<file path="src/rtl/rv32_pkg.sv">
// Shared types and defaults for the RV32I fetch-side program-counter logic.
package rv32_pkg;

  typedef enum logic [1:0] {
    ST_BOOT   = 2'd0,
    ST_RUN    = 2'd1,
    ST_HALTED = 2'd2
  } pc_state_e;

  localparam logic [31:0] DEFAULT_RESET_VECTOR = 32'h0000_0000;
  localparam logic [31:0] DEFAULT_TRAP_VECTOR  = 32'h0000_0100;
  localparam int          DEFAULT_INSN_BYTES   = 4;

  // Number of low address bits that must be zero for a legal instruction address.
  function automatic int align_bits(input int insn_bytes);
    return (insn_bytes == 2) ? 1 : 2;
  endfunction

endpackage

</file>
<file path="src/rtl/pc_gen_if.sv">
// Instruction-fetch request channel: address plus valid/ready handshake.
interface pc_gen_if #(
  parameter int XLEN = 32
) ();

  logic [XLEN-1:0] fetch_pc;
  logic            fetch_valid;
  logic            fetch_ready;

  modport master (
    output fetch_pc,
    output fetch_valid,
    input  fetch_ready
  );

  modport slave (
    input  fetch_pc,
    input  fetch_valid,
    output fetch_ready
  );

endinterface

</file>
<file path="src/rtl/pc_next_sel.sv">
// Combinational next-pc / next-epc / next-state selection for pc_gen.
module pc_next_sel
  import rv32_pkg::*;
#(
  parameter int              XLEN        = 32,
  parameter logic [XLEN-1:0] TRAP_VECTOR = XLEN'(DEFAULT_TRAP_VECTOR),
  parameter int              INSN_BYTES  = DEFAULT_INSN_BYTES
) (
  input  pc_state_e       state,
  input  logic [XLEN-1:0] pc,
  input  logic [XLEN-1:0] epc,
  input  logic            fetch_ready,
  input  logic            redirect,
  input  logic [XLEN-1:0] redirect_target,
  input  logic            trap,
  input  logic [XLEN-1:0] trap_pc,
  input  logic            trap_ret,
  input  logic            halt,
  output logic [XLEN-1:0] pc_next,
  output logic [XLEN-1:0] epc_next,
  output logic            misalign_next,
  output pc_state_e       state_next
);

  localparam int AB = align_bits(INSN_BYTES);

  logic target_misaligned;

  always_comb begin
    target_misaligned = |redirect_target[AB-1:0];
  end

  always_comb begin
    pc_next       = pc;
    epc_next      = epc;
    misalign_next = 1'b0;
    state_next    = state;

    if (state == ST_BOOT) begin
      state_next = ST_RUN;
    end else begin
      // Halt only steers the state; control-flow events still retarget the pc.
      state_next = halt ? ST_HALTED : ST_RUN;
      if (trap) begin
        pc_next  = TRAP_VECTOR;
        epc_next = trap_pc;
      end else if (trap_ret) begin
        pc_next = epc;
      end else if (redirect && !target_misaligned) begin
        pc_next = redirect_target;
      end else if (redirect) begin
        pc_next       = TRAP_VECTOR;
        epc_next      = redirect_target;
        misalign_next = 1'b1;
      end else if (state == ST_RUN && !halt && fetch_ready) begin
        pc_next = pc + XLEN'(INSN_BYTES);
      end
    end
  end

endmodule

</file>
<file path="src/rtl/pc_gen.sv">
// Program-counter generator for the RV32I fetch stage: boot, handshake, redirects, traps, halt.
module pc_gen
  import rv32_pkg::*;
#(
  parameter int              XLEN         = 32,
  parameter logic [XLEN-1:0] RESET_VECTOR = XLEN'(DEFAULT_RESET_VECTOR),
  parameter logic [XLEN-1:0] TRAP_VECTOR  = XLEN'(DEFAULT_TRAP_VECTOR),
  parameter int              INSN_BYTES   = DEFAULT_INSN_BYTES
) (
  input  logic            clk,
  input  logic            rst,
  pc_gen_if.master        fetch,
  input  logic            redirect,
  input  logic [XLEN-1:0] redirect_target,
  input  logic            trap,
  input  logic [XLEN-1:0] trap_pc,
  input  logic            trap_ret,
  input  logic            halt,
  output logic [XLEN-1:0] epc,
  output logic            misalign,
  output logic            halted
);

  pc_state_e       state_q, state_d;
  logic [XLEN-1:0] pc_q, pc_d;
  logic [XLEN-1:0] epc_q, epc_d;
  logic            misalign_q, misalign_d;
  logic            valid_q, valid_d;
  logic            halted_q, halted_d;

  pc_next_sel #(
    .XLEN        (XLEN),
    .TRAP_VECTOR (TRAP_VECTOR),
    .INSN_BYTES  (INSN_BYTES)
  ) u_next_sel (
    .state           (state_q),
    .pc              (pc_q),
    .epc             (epc_q),
    .fetch_ready     (fetch.fetch_ready),
    .redirect        (redirect),
    .redirect_target (redirect_target),
    .trap            (trap),
    .trap_pc         (trap_pc),
    .trap_ret        (trap_ret),
    .halt            (halt),
    .pc_next         (pc_d),
    .epc_next        (epc_d),
    .misalign_next   (misalign_d),
    .state_next      (state_d)
  );

  // Status outputs are decoded from the next state so they leave a flop directly.
  always_comb begin
    valid_d  = (state_d == ST_RUN);
    halted_d = (state_d == ST_HALTED);
  end

  always_ff @(posedge clk or negedge rst) begin
    if (!rst) begin
      state_q    <= ST_BOOT;
      pc_q       <= RESET_VECTOR;
      epc_q      <= '0;
      misalign_q <= 1'b0;
      valid_q    <= 1'b0;
      halted_q   <= 1'b0;
    end else begin
      state_q    <= state_d;
      pc_q       <= pc_d;
      epc_q      <= epc_d;
      misalign_q <= misalign_d;
      valid_q    <= valid_d;
      halted_q   <= halted_d;
    end
  end

  assign fetch.fetch_pc    = pc_q;
  assign fetch.fetch_valid = valid_q;
  assign epc               = epc_q;
  assign misalign          = misalign_q;
  assign halted            = halted_q;

endmodule
</file>
<file path="src/flat_wrapper.sv">
// flat-port wrapper written by rule: the top's interface ports become plain ports
module pc_gen_flat import rv32_pkg::*;
#(
  parameter int              XLEN         = 32,
  parameter logic [XLEN-1:0] RESET_VECTOR = XLEN'(DEFAULT_RESET_VECTOR),
  parameter logic [XLEN-1:0] TRAP_VECTOR  = XLEN'(DEFAULT_TRAP_VECTOR),
  parameter int              INSN_BYTES   = DEFAULT_INSN_BYTES
)
  (clk, rst, redirect, redirect_target, trap, trap_pc, trap_ret, halt, epc, misalign, halted, fetch_fetch_pc, fetch_fetch_valid, fetch_fetch_ready);
  pc_gen_if #(.XLEN(XLEN)) fetch_i ();
  input  logic clk;
  input  logic rst;
  input  logic redirect;
  input  logic [XLEN-1:0] redirect_target;
  input  logic trap;
  input  logic [XLEN-1:0] trap_pc;
  input  logic trap_ret;
  input  logic halt;
  output logic [XLEN-1:0] epc;
  output logic misalign;
  output logic halted;
  output wire logic [$bits(fetch_i.fetch_pc)-1:0] fetch_fetch_pc;
  output wire logic [$bits(fetch_i.fetch_valid)-1:0] fetch_fetch_valid;
  input wire logic [$bits(fetch_i.fetch_ready)-1:0] fetch_fetch_ready;
  assign fetch_fetch_pc = fetch_i.fetch_pc;
  assign fetch_fetch_valid = fetch_i.fetch_valid;
  assign fetch_i.fetch_ready = fetch_fetch_ready;
  pc_gen #(.XLEN(XLEN), .RESET_VECTOR(RESET_VECTOR), .TRAP_VECTOR(TRAP_VECTOR), .INSN_BYTES(INSN_BYTES)) u_core (.clk(clk), .rst(rst), .fetch(fetch_i), .redirect(redirect), .redirect_target(redirect_target), .trap(trap), .trap_pc(trap_pc), .trap_ret(trap_ret), .halt(halt), .epc(epc), .misalign(misalign), .halted(halted));
endmodule
</file>
<file path="config.mk">
export PLATFORM = sky130hd
export DESIGN_NAME = pc_gen_flat
export DESIGN_NICKNAME = d
export VERILOG_FILES = /design/src/rtl/rv32_pkg.sv /design/src/rtl/pc_gen_if.sv /design/src/rtl/pc_next_sel.sv /design/src/rtl/pc_gen.sv /design/src/flat_wrapper.sv
export SDC_FILE = /design/constraint.sdc
export NUM_CORES = 1
export LEC_CHECK = 0
export ABC_AREA = 1
export CORE_ASPECT_RATIO = 0.7
export CORE_MARGIN = 8
export CORE_UTILIZATION = 51
export CTS_CLUSTER_SIZE = 20
export DETAILED_ROUTE_END_ITERATION = 10
export HOLD_SLACK_MARGIN = 0.02
export PLACE_DENSITY = 0.88
export SLEW_MARGIN = 20
export SYNTH_ARGS = -nofsm -noshare
export SYNTH_HDL_FRONTEND = slang
export SYNTH_SLANG_ARGS = --single-unit
export TNS_END_PERCENT = 1
</file>
<file path="constraint.sdc">
create_clock -name clk -period 2.6 [get_ports clk]
set_input_delay 0.39 -clock clk [delete_from_list [all_inputs] [get_ports clk]]
set_output_delay 0.39 -clock clk [all_outputs]
set_load 0.05 [all_outputs]
</file>
After elaboration in Yosys (flattened, before gate mapping)

Index checks and enable logic that the tools add are counted.

Register bits: 69
Output and inout bits: 67

Bitwise operators: 1
Reduce and logical (&&, ||, !) cells: 11
Mux-type cells: 16
Eq/ne operators: 5
Add/sub/neg operators: 1

Operators with widths:

| cell                    | number |
|---|---|
| $mux W32                | 9 |
| $add A32 B3 Y32 const B | 1 |
| $mux W1                 | 5 |
| $reduce_bool A5 Y1      | 1 |
| $eq A2 B1 Y1 const B    | 2 |
| $mux W2                 | 2 |
| $ne A2 B2 Y1 const B    | 2 |
| $reduce_and A4 Y1       | 1 |
| $logic_and A1 B1 Y1     | 3 |
| $eq A2 B2 Y1 const B    | 1 |
| $logic_not A1 Y1        | 2 |
| $logic_not A2 Y1        | 1 |
| $reduce_and A2 Y1       | 1 |
| $reduce_bool A2 Y1      | 1 |
| $reduce_or A2 Y1        | 1 |
| $not A1 Y1              | 1 |

Depth between registers and ports, before layout

Gate-level depths: netlist (run 1).

Depth after elaboration: 8
Mapped depth: 11
Depth with buffers taken out: 11

By module

From an unflattened synthesis (run 1), not the netlist that was laid out.

Cells, all modules: 703
Area total of the unflattened synthesis: 4598.2 sq um

Modules (own cells, without submodules):

| module      | cells an instance | seq. area each (sq um) | area an instance (sq um) | times used |
|---|---|---|---|---|
| pc_next_sel | 630               | 0.0                    | 2856.5                   | 1 |
| pc_gen      | 73                | 1726.7                 | 1741.7                   | 1 |

Worst setup path after synthesis (run 1)

No wires, ideal clock.

Kind: flip-flop to flip-flop
From: reg u_core.pc_q[2], in the netlist u_core.fetch.fetch_pc[2]
To: reg u_core.pc_q[30], in the netlist u_core.fetch.fetch_pc[30]
Slack: 0.675 ns
Clock period less this slack: 1.925 ns
Setup time: 0.118 ns
Arrival: 1.807 ns
Cell stages (with the launch flop): 11
Cells stage by stage: dfrtp_1 -> ha_1 -> nand2_1 -> nor2_4 -> nand2_2 -> nor2_1 -> nand3_1 -> nand3_1 -> nand2_1 -> nand2_1 -> nand2_1

Cells in the longest elaborated chain, start to end: 6

RTL lines:

| what                   | RTL line          | text |
|---|---|---|
| start, declared        | pc_gen.sv:25      | `logic [XLEN-1:0] pc_q, pc_d;` |
| start signal, assigned | pc_gen.sv:68      | `pc_q <= pc_d;` |
| $add A32 B3 Y32        | pc_next_sel.sv:56 | `pc_next = pc + XLEN'(INSN_BYTES);` |
| $mux W32               | pc_next_sel.sv:55 | `end else if (state == ST_RUN && !halt && fetch_ready) begin` |
| $mux W32               | pc_next_sel.sv:51 | `end else if (redirect) begin` |
| $mux W32               | pc_next_sel.sv:49 | `end else if (redirect && !target_misaligned) begin` |
| $mux W32               | pc_next_sel.sv:47 | `end else if (trap_ret) begin` |
| $mux W32               | pc_next_sel.sv:44 | `if (trap) begin` |

No other way between the ends. The select of a mux whose other input is x is not followed.
A chain may end at the register's enable or synchronous reset.

Final worst setup path (run 1)

From: reg u_core.pc_q[27], in the netlist u_core.fetch.fetch_pc[27]
To: out fetch_fetch_pc[27]

RTL lines:

| what          | RTL line           | text |
|---|---|---|
| end, declared | flat_wrapper.sv:22 | `output wire logic [$bits(fetch_i.fetch_pc)-1:0] fetch_fetch_pc;` |

No word-level cell between the ends.

==> results of run 1 <==
metal layers:
| layer | vias up | GRT usage [%] |
|---|---|---|
| met3 | 26 | 9.07 |
| met5 | - | 0 |
| met1 | 2467 | 37.8 |
| li1 | 2455 | - |
| met2 | 308 | 44.2 |
| met4 | 0 | 6.61 |
placed cells by master, fill, tap and decap left out, types with 14 or more instances in the layout:
cell type / instances
nand2_1: 241
inv_1: 87
o21ai_0: 55
o211ai_1: 22
a31oi_1: 14
clkdlybuf4s50_1: 136
dfrtp_1: 67
nor2_1: 79
a21oi_1: 24
nand3_1: 44
per-stage QoR:
| step | cell area [sq um] | setup slack (ns) | std cells | util (%) |
|---|---|---|---|---|
| after global placement | 5940 | 0.283 | 931 | 70.3 |
| after global routing | 6300 | 0.323 | 947 | 74.6 |
| after floorplan | 4420 | 0.675 | 689 | - |
| after detailed placement | 5940 | 0.297 | 931 | 70.3 |
| after CTS | 6300 | 0.457 | 947 | 74.6 |
| final | 6300 | 0.434 | 947 | 74.6 |
worst reg2reg max path, cell delays in order, from the launching register on:
cell and delay, ns:
dfrtp_1 0.45, ha_1 0.26, nand2_1 0.14, nor2_4 0.20, nand2_2 0.12, nor2_1 0.30
a21oi_1 0.12, o21ai_0 0.17, nand2_1 0.13, nand2_1 0.09, nand2_1 0.05
flip-flops by register name, indices dropped and copies added (netlist names):
register and flops:
u_core.fetch.fetch_pc 32, u_core.fetch.fetch_valid 1, u_core.misalign 1, u_core.epc 32, u_core.halted 1
final timing paths:
kind / endpoint / cells after the start / start / slack (ns)
worst max-delay path: fetch_fetch_pc[27] / 1 / u_core.fetch.fetch_pc[27] / 0.43
worst min-delay path: u_core.epc[2] / 1 / rst / 0.11
worst max register to register: u_core.fetch.fetch_pc[14] / 10 / u_core.fetch.fetch_pc[2] / 0.45
worst min register to register: u_core.fetch.fetch_pc[0] / 2 / u_core.fetch.fetch_pc[0] / 0.50
max in group asynchronous: u_core.epc[24] / 2 / rst / 1.81
min in group clk: u_core.fetch.fetch_pc[0] / 2 / u_core.fetch.fetch_pc[0] / 0.50
cell families after synthesis:
group	count (synthesis)
fa+ha+maj	1
compound gates	122
flops	67
buf+inv	120
simple gates	379
cell type report:
class	instances	area [sq um]	area share, %
clock buffers	11	253	4.01
clock inverters	5	108	1.71
inverters	91	342	5.42
well taps	120	150	2.38
multi-input cells	502	2250	35.7
repair buffers	151	1520	24.2
flip-flops and latches	67	1680	26.6
power breakdown:
group,switching [mW],internal [mW],leakage (nW),total [mW]
combinational,1.06,0.545,1.88,1.61
sequential,0.191,1.20,0.828,1.39
clock,0.508,0.995,0.176,1.50
==> results by group, run 1 <==
Outcome
  – Status: complete, no violations

Timing
  – Hold Slack: 0.106 ns
  – Count of pins over their slew limit: 0
  – Final Setup Violations: 0
  – Peak Freq: 462 MHz
  – RSZ-0062 raised after global routing: no
  – Crit share post-route: 83.3%
  – Fin crit period: 2.17 ns
  – Slew margin rel.: 51.6%
  – Fin. Hold Viols: 0
  – Clk_skew: 0.00581 ns
  – TNS Setup: 0 ns
  – Worst slew pin tran: 0.726 ns

Setup path
  – Critical Path Max Stage Delay: 0.88 ns
  – Family with the most delay on the worst path: buffers and inverters
  – Worst path bufs/invs: 1
  – Critical path startpoint category: register
  – CP endpoint kind: output pin
  – CP cell instances: clkdlybuf4s50_1
  – WP data required: 2.21 ns
  – Data arrival, critical path: 1.78 ns
  – Critical path's slowest cell: clkdlybuf4s50_1
  – Worst Path Max Fanout: 6
  – WS Path Type: reg -> out

Yosys
  – Post-synthesis compound-gate area fraction: 15.8%
  – Post-synthesis sequential area ratio: 38.0%
  – Top cells by count, synth: nand2_1, inv_1, nor2_1
  – Syn Inst Count: 689
  – Post-Syn Area per Cell: 6.41 sq um
  – Post-synth EDFFs: 0
  – Synthesized cell area: 4420 sq um
  – Post-Synth Simple-Gate Area: 34.8%
  – Adder-Cell Fraction of Synth Area: 0.283%
  – Mapped Nets: 761
  – Synth area leaders: dfrtp_1, nand2_1, inv_1
  – Cell with the most instances after synthesis: nand2_1
  – Post-synth top area cell: dfrtp_1
  – Ys Warns: 0
  – Post-synth ARST share: 100%
  – Top-area cell type share of the netlist area: 38.0%
  – Synth Register Bits: 67
  – Largest family of logic cells by synthesized area: simple AND/OR/NAND/NOR gates
  – Distinct cells, synth: 28
  – Proportion of synthesized area in mux cells: 0%
  – XOR/XNOR Fraction of Synth Area: 0%
  – Predominant post-synthesis flop cell: dfrtp_1

Global routing
  – Vias in the first global route: 5000
  – Largest net degree at the start of global routing: 65
  – First-pass GRT wire length: 26600 microns
  – GR Overflow Total: 0
  – Initial antenna violation count: 0
  – GRT Resource Usage Total: 28.4%

Clock network
  – CTS max path bufs: 2
  – # resized after CTS: 0
  – Post-CTS setup buffers: 0
  – TritonCTS Buffers: 9
  – # H-tree levels: 3
  – CTS tree: built
  – # clock sinks: 67
  – Clock latency at the later pin of the worst-skew pair: 0.34 ns
  – CTS Root Cell: clkbuf_16
  – CTS clk-pin slew, worst paths: 0.06 ns
  – # hold bufs at CTS: 0

Flow run
  – Max Cap Violations: 0

Cells and area
  – FILL cells: 634
  – N_diodes: 0
  – Nets: 894
  – Fraction of layout cells with a size suffix above 1: 5.44%
  – Area grow syn2layout: 42.6%

Place
  – Hpwl dp: 12600 microns
  – IO buf count: 137
  – GP Congestion: 0.911

Die
  – Core box area: 8440 sq um
  – Top-level port count: 138
  – Die width: 127 microns
  – Die ar.: 11900 sq um
  – Die height: 93.9 microns
  – Initial Util: 52.3%
  – Core Rows: 28

Drt
  – WL met3: 1860 microns
  – Post-route ant nets: 0
  – DR pass1 iterations: 5
  – DRT Wirelength: 16900 microns
  – Via Count: 5256
  – Top Metal Used: met4
  – M1 WL: 7250 microns
  – WL per Instance: 17.8 microns
  – Vias per cell: 5.55
  – Met2 Routed Length: 7490 microns
  – Initial drt markers: 540
  – Post-route DRC: 0

Min path
  – HP Class: in -> async

Pwr
  – Worst vdd ir: 565 uV
  – Power per cell area: 715 nW/um^2
  – Leak: 2.88 nW
  – Overall power: 4.50 mW
No activity file was read; power rests on OpenSTA's default activity.
==> run 2: changes to the inputs <==
CORE_UTILIZATION = 48   (was 51)
PLACE_DENSITY = 0.83   (was 0.88)
clock period = 2.23 ns   (was 2.6 ns; I/O delays follow)
==> run 2 against run 1 <==
  * Power increased by 7.7%
  * Flip-flop and latch count stayed put
  * Critical path depth did not move
  * Worst hold slack got worse by 0.096 ns
  * Cell count increased by 0.63%
  * Cell area shrank 0.85%
  * Global-route usage is 2.7 points lower
  * Die area up 5.3%
  * Non-clock buffer count rose by 4
  * Sequential power grew 16%
  * First-iteration DRC count shrank 25%
  * Sequential share of layout area rose by 0.23 points
==> results by group, run 2 (synthesis results as in run 1) <==
Cells and area
  – Fraction of layout cells with a size suffix above 1: 5.43% (-0.013 points)
  – Multi-input gate area: 2250 sq um (unchanged)
  – FILL cells: 781 (+23%)
  – Nets: 898 (+0.45%)
  – Final Util: 69.4% (-5.2 points)
  – Most common cell after layout, fill and taps aside: nand2_1
  – N_diodes: 0 (unchanged)
  – FF+latch area: 1680 sq um (unchanged)
  – Area grow syn2layout: 41.4%
  – Most frequent cells in the layout: nand2_1, clkdlybuf4s50_1, inv_1

Timing
  – Crit share post-route: 92.3%
  – Final Setup Violations: 0 (unchanged)
  – Peak Freq: 486 MHz
  – Count of pins over their slew limit: 0 (unchanged)
  – Fin crit period: 2.06 ns
  – Worst slew pin tran: 0.548 ns (-0.178 ns)
  – Hold Slack: 0.0100 ns (-0.0960 ns)
  – RSZ-0062 raised after global routing: no
  – Fin. Hold Viols: 0 (unchanged)
  – Slew margin rel.: 63.4% (+12 points)
  – Clk_skew: 0.00968 ns (+0.00388 ns)
  – TNS Setup: 0 ns (unchanged)

Setup path
  – CP cell instances: clkdlybuf4s50_1
  – Reg2reg end: u_core.fetch.fetch_pc[14]
  – WS Path Type: reg -> out
  – Critical path's slowest cell: clkdlybuf4s50_1
  – Stages on worst setup path: 1 (unchanged)
  – Worst Path Max Fanout: 6 (unchanged)
  – Critical path startpoint category: register
  – Critical Path Start: u_core.fetch.fetch_pc[11]
  – Critical Path Max Stage Delay: 0.87 ns (about the same)
  – FF-to-FF Start: u_core.fetch.fetch_pc[2]
  – CP endpoint kind: output pin
  – Data arrival, critical path: 1.72 ns (-0.06 ns)
  – Worst r2r path cells: 10 (unchanged)
  – Worst path bufs/invs: 1 (unchanged)
  – R2R setup slack: 0.37 ns (-0.08 ns)
  – WP data required: 1.90 ns (-0.31 ns)
  – Family with the most delay on the worst path: buffers and inverters

Clock network
  – CTS max path bufs: 2 (unchanged)
  – # clock sinks: 67 (unchanged)
  – # hold bufs at CTS: 0 (unchanged)
  – Post-CTS setup buffers: 0 (unchanged)
  – CTS clk-pin slew, worst paths: 0.06 ns (about the same)
  – CTS tree: built
  – CTS Root Cell: clkbuf_16
  – # H-tree levels: 3 (unchanged)
  – TritonCTS Buffers: 9 (unchanged)
  – # resized after CTS: 0 (unchanged)
  – Clock latency at the later pin of the worst-skew pair: 0.33 ns (about the same)

Place
  – Hpwl dp: 12000 microns (-4.8%)
  – GP Congestion: 0.910 (about the same)
  – IO buf count: 137 (unchanged)

Die
  – Initial Util: 49.1% (-3.2 points)
  – Core Rows: 29 (+3.6%)
  – Top-level port count: 138 (unchanged)
  – Core box area: 9000 sq um (+6.6%)
  – Die width: 131 microns (+2.7%)
  – Die height: 96.2 microns (+2.6%)
  – Die ar.: 12600 sq um (+5.3%)

Global routing
  – Initial antenna violation count: 0 (unchanged)
  – GRT Resource Usage Total: 25.7% (-2.7 points)
  – GR Overflow Total: 0 (unchanged)
  – Vias in the first global route: 4907 (-1.9%)
  – Largest net degree at the start of global routing: 68 (+4.6%)
  – First-pass GRT wire length: 24900 microns (-6.4%)

Drt
  – Post-route ant nets: 0 (unchanged)
  – Initial drt markers: 407 (-25%)
  – Via Count: 5008 (-4.7%)
  – DRT Wirelength: 15500 microns (-7.8%)
  – Vias per cell: 5.25 (-5.3%)
  – WL per Instance: 16.3 microns (-8.4%)
  – Post-route DRC: 0 (unchanged)
  – DR pass1 iterations: 5 (unchanged)

Pwr
  – Worst vdd ir: 512 uV (-9.4%)
  – Power per cell area: 777 nW/um^2 (+8.7%)
  – Overall power: 4.85 mW (+7.7%)
  – Leak: 2.85 nW (-0.94%)

Flow run
  – Max Cap Violations: 0 (unchanged)

Min path
  – HP Class: in -> async

Outcome
  – Status: complete, no violations
## run 2: worst max path at each step
stage | slack [ns] | endpoint
after floorplan | 0.30 | u_core.fetch.fetch_pc[30]
after global placement | 0.22 | u_core.fetch.fetch_pc[26]
after detailed placement | 0.15 | u_core.fetch.fetch_pc[26]
after CTS | 0.18 | fetch_fetch_pc[11]
after global routing | 0.16 | fetch_fetch_pc[27]
final | 0.17 | fetch_fetch_pc[11]
## run 2: report_power, final
part / total (mW) / switching, mW / internal, mW
Sequential: 1.61 / 0.207 / 1.40
Combinational: 1.86 / 1.22 / 0.639
Clock: 1.38 / 0.498 / 0.883
## run 2: final cells by class
class | count | area share (%)
Clock buffer | 12 | 3.95
Sequential cell | 67 | 26.9
Multi-Input combinational cell | 502 | 36.0
Clock inverter | 2 | 0.601
Timing Repair Buffer | 155 | 24.6
Tap cell | 124 | 2.48
Inverter | 91 | 5.47
## run 2: routing by layer
metal	part of all wire (%)	global-route usage, %	vias to the layer above
met1	46	36.4	2325
li1	-	-	2460
met3	11	7.14	12
met5	0	0	-
met2	42	38.4	211
met4	0.68	5.33	0
## run 2: per-stage QoR
stage,cells,area [sq um],setup WS (ns)
after floorplan,689,4420,0.305
after global placement,939,5960,0.220
after detailed placement,939,5960,0.146
after CTS,953,6240,0.184
after global routing,953,6240,0.161
final,953,6240,0.172
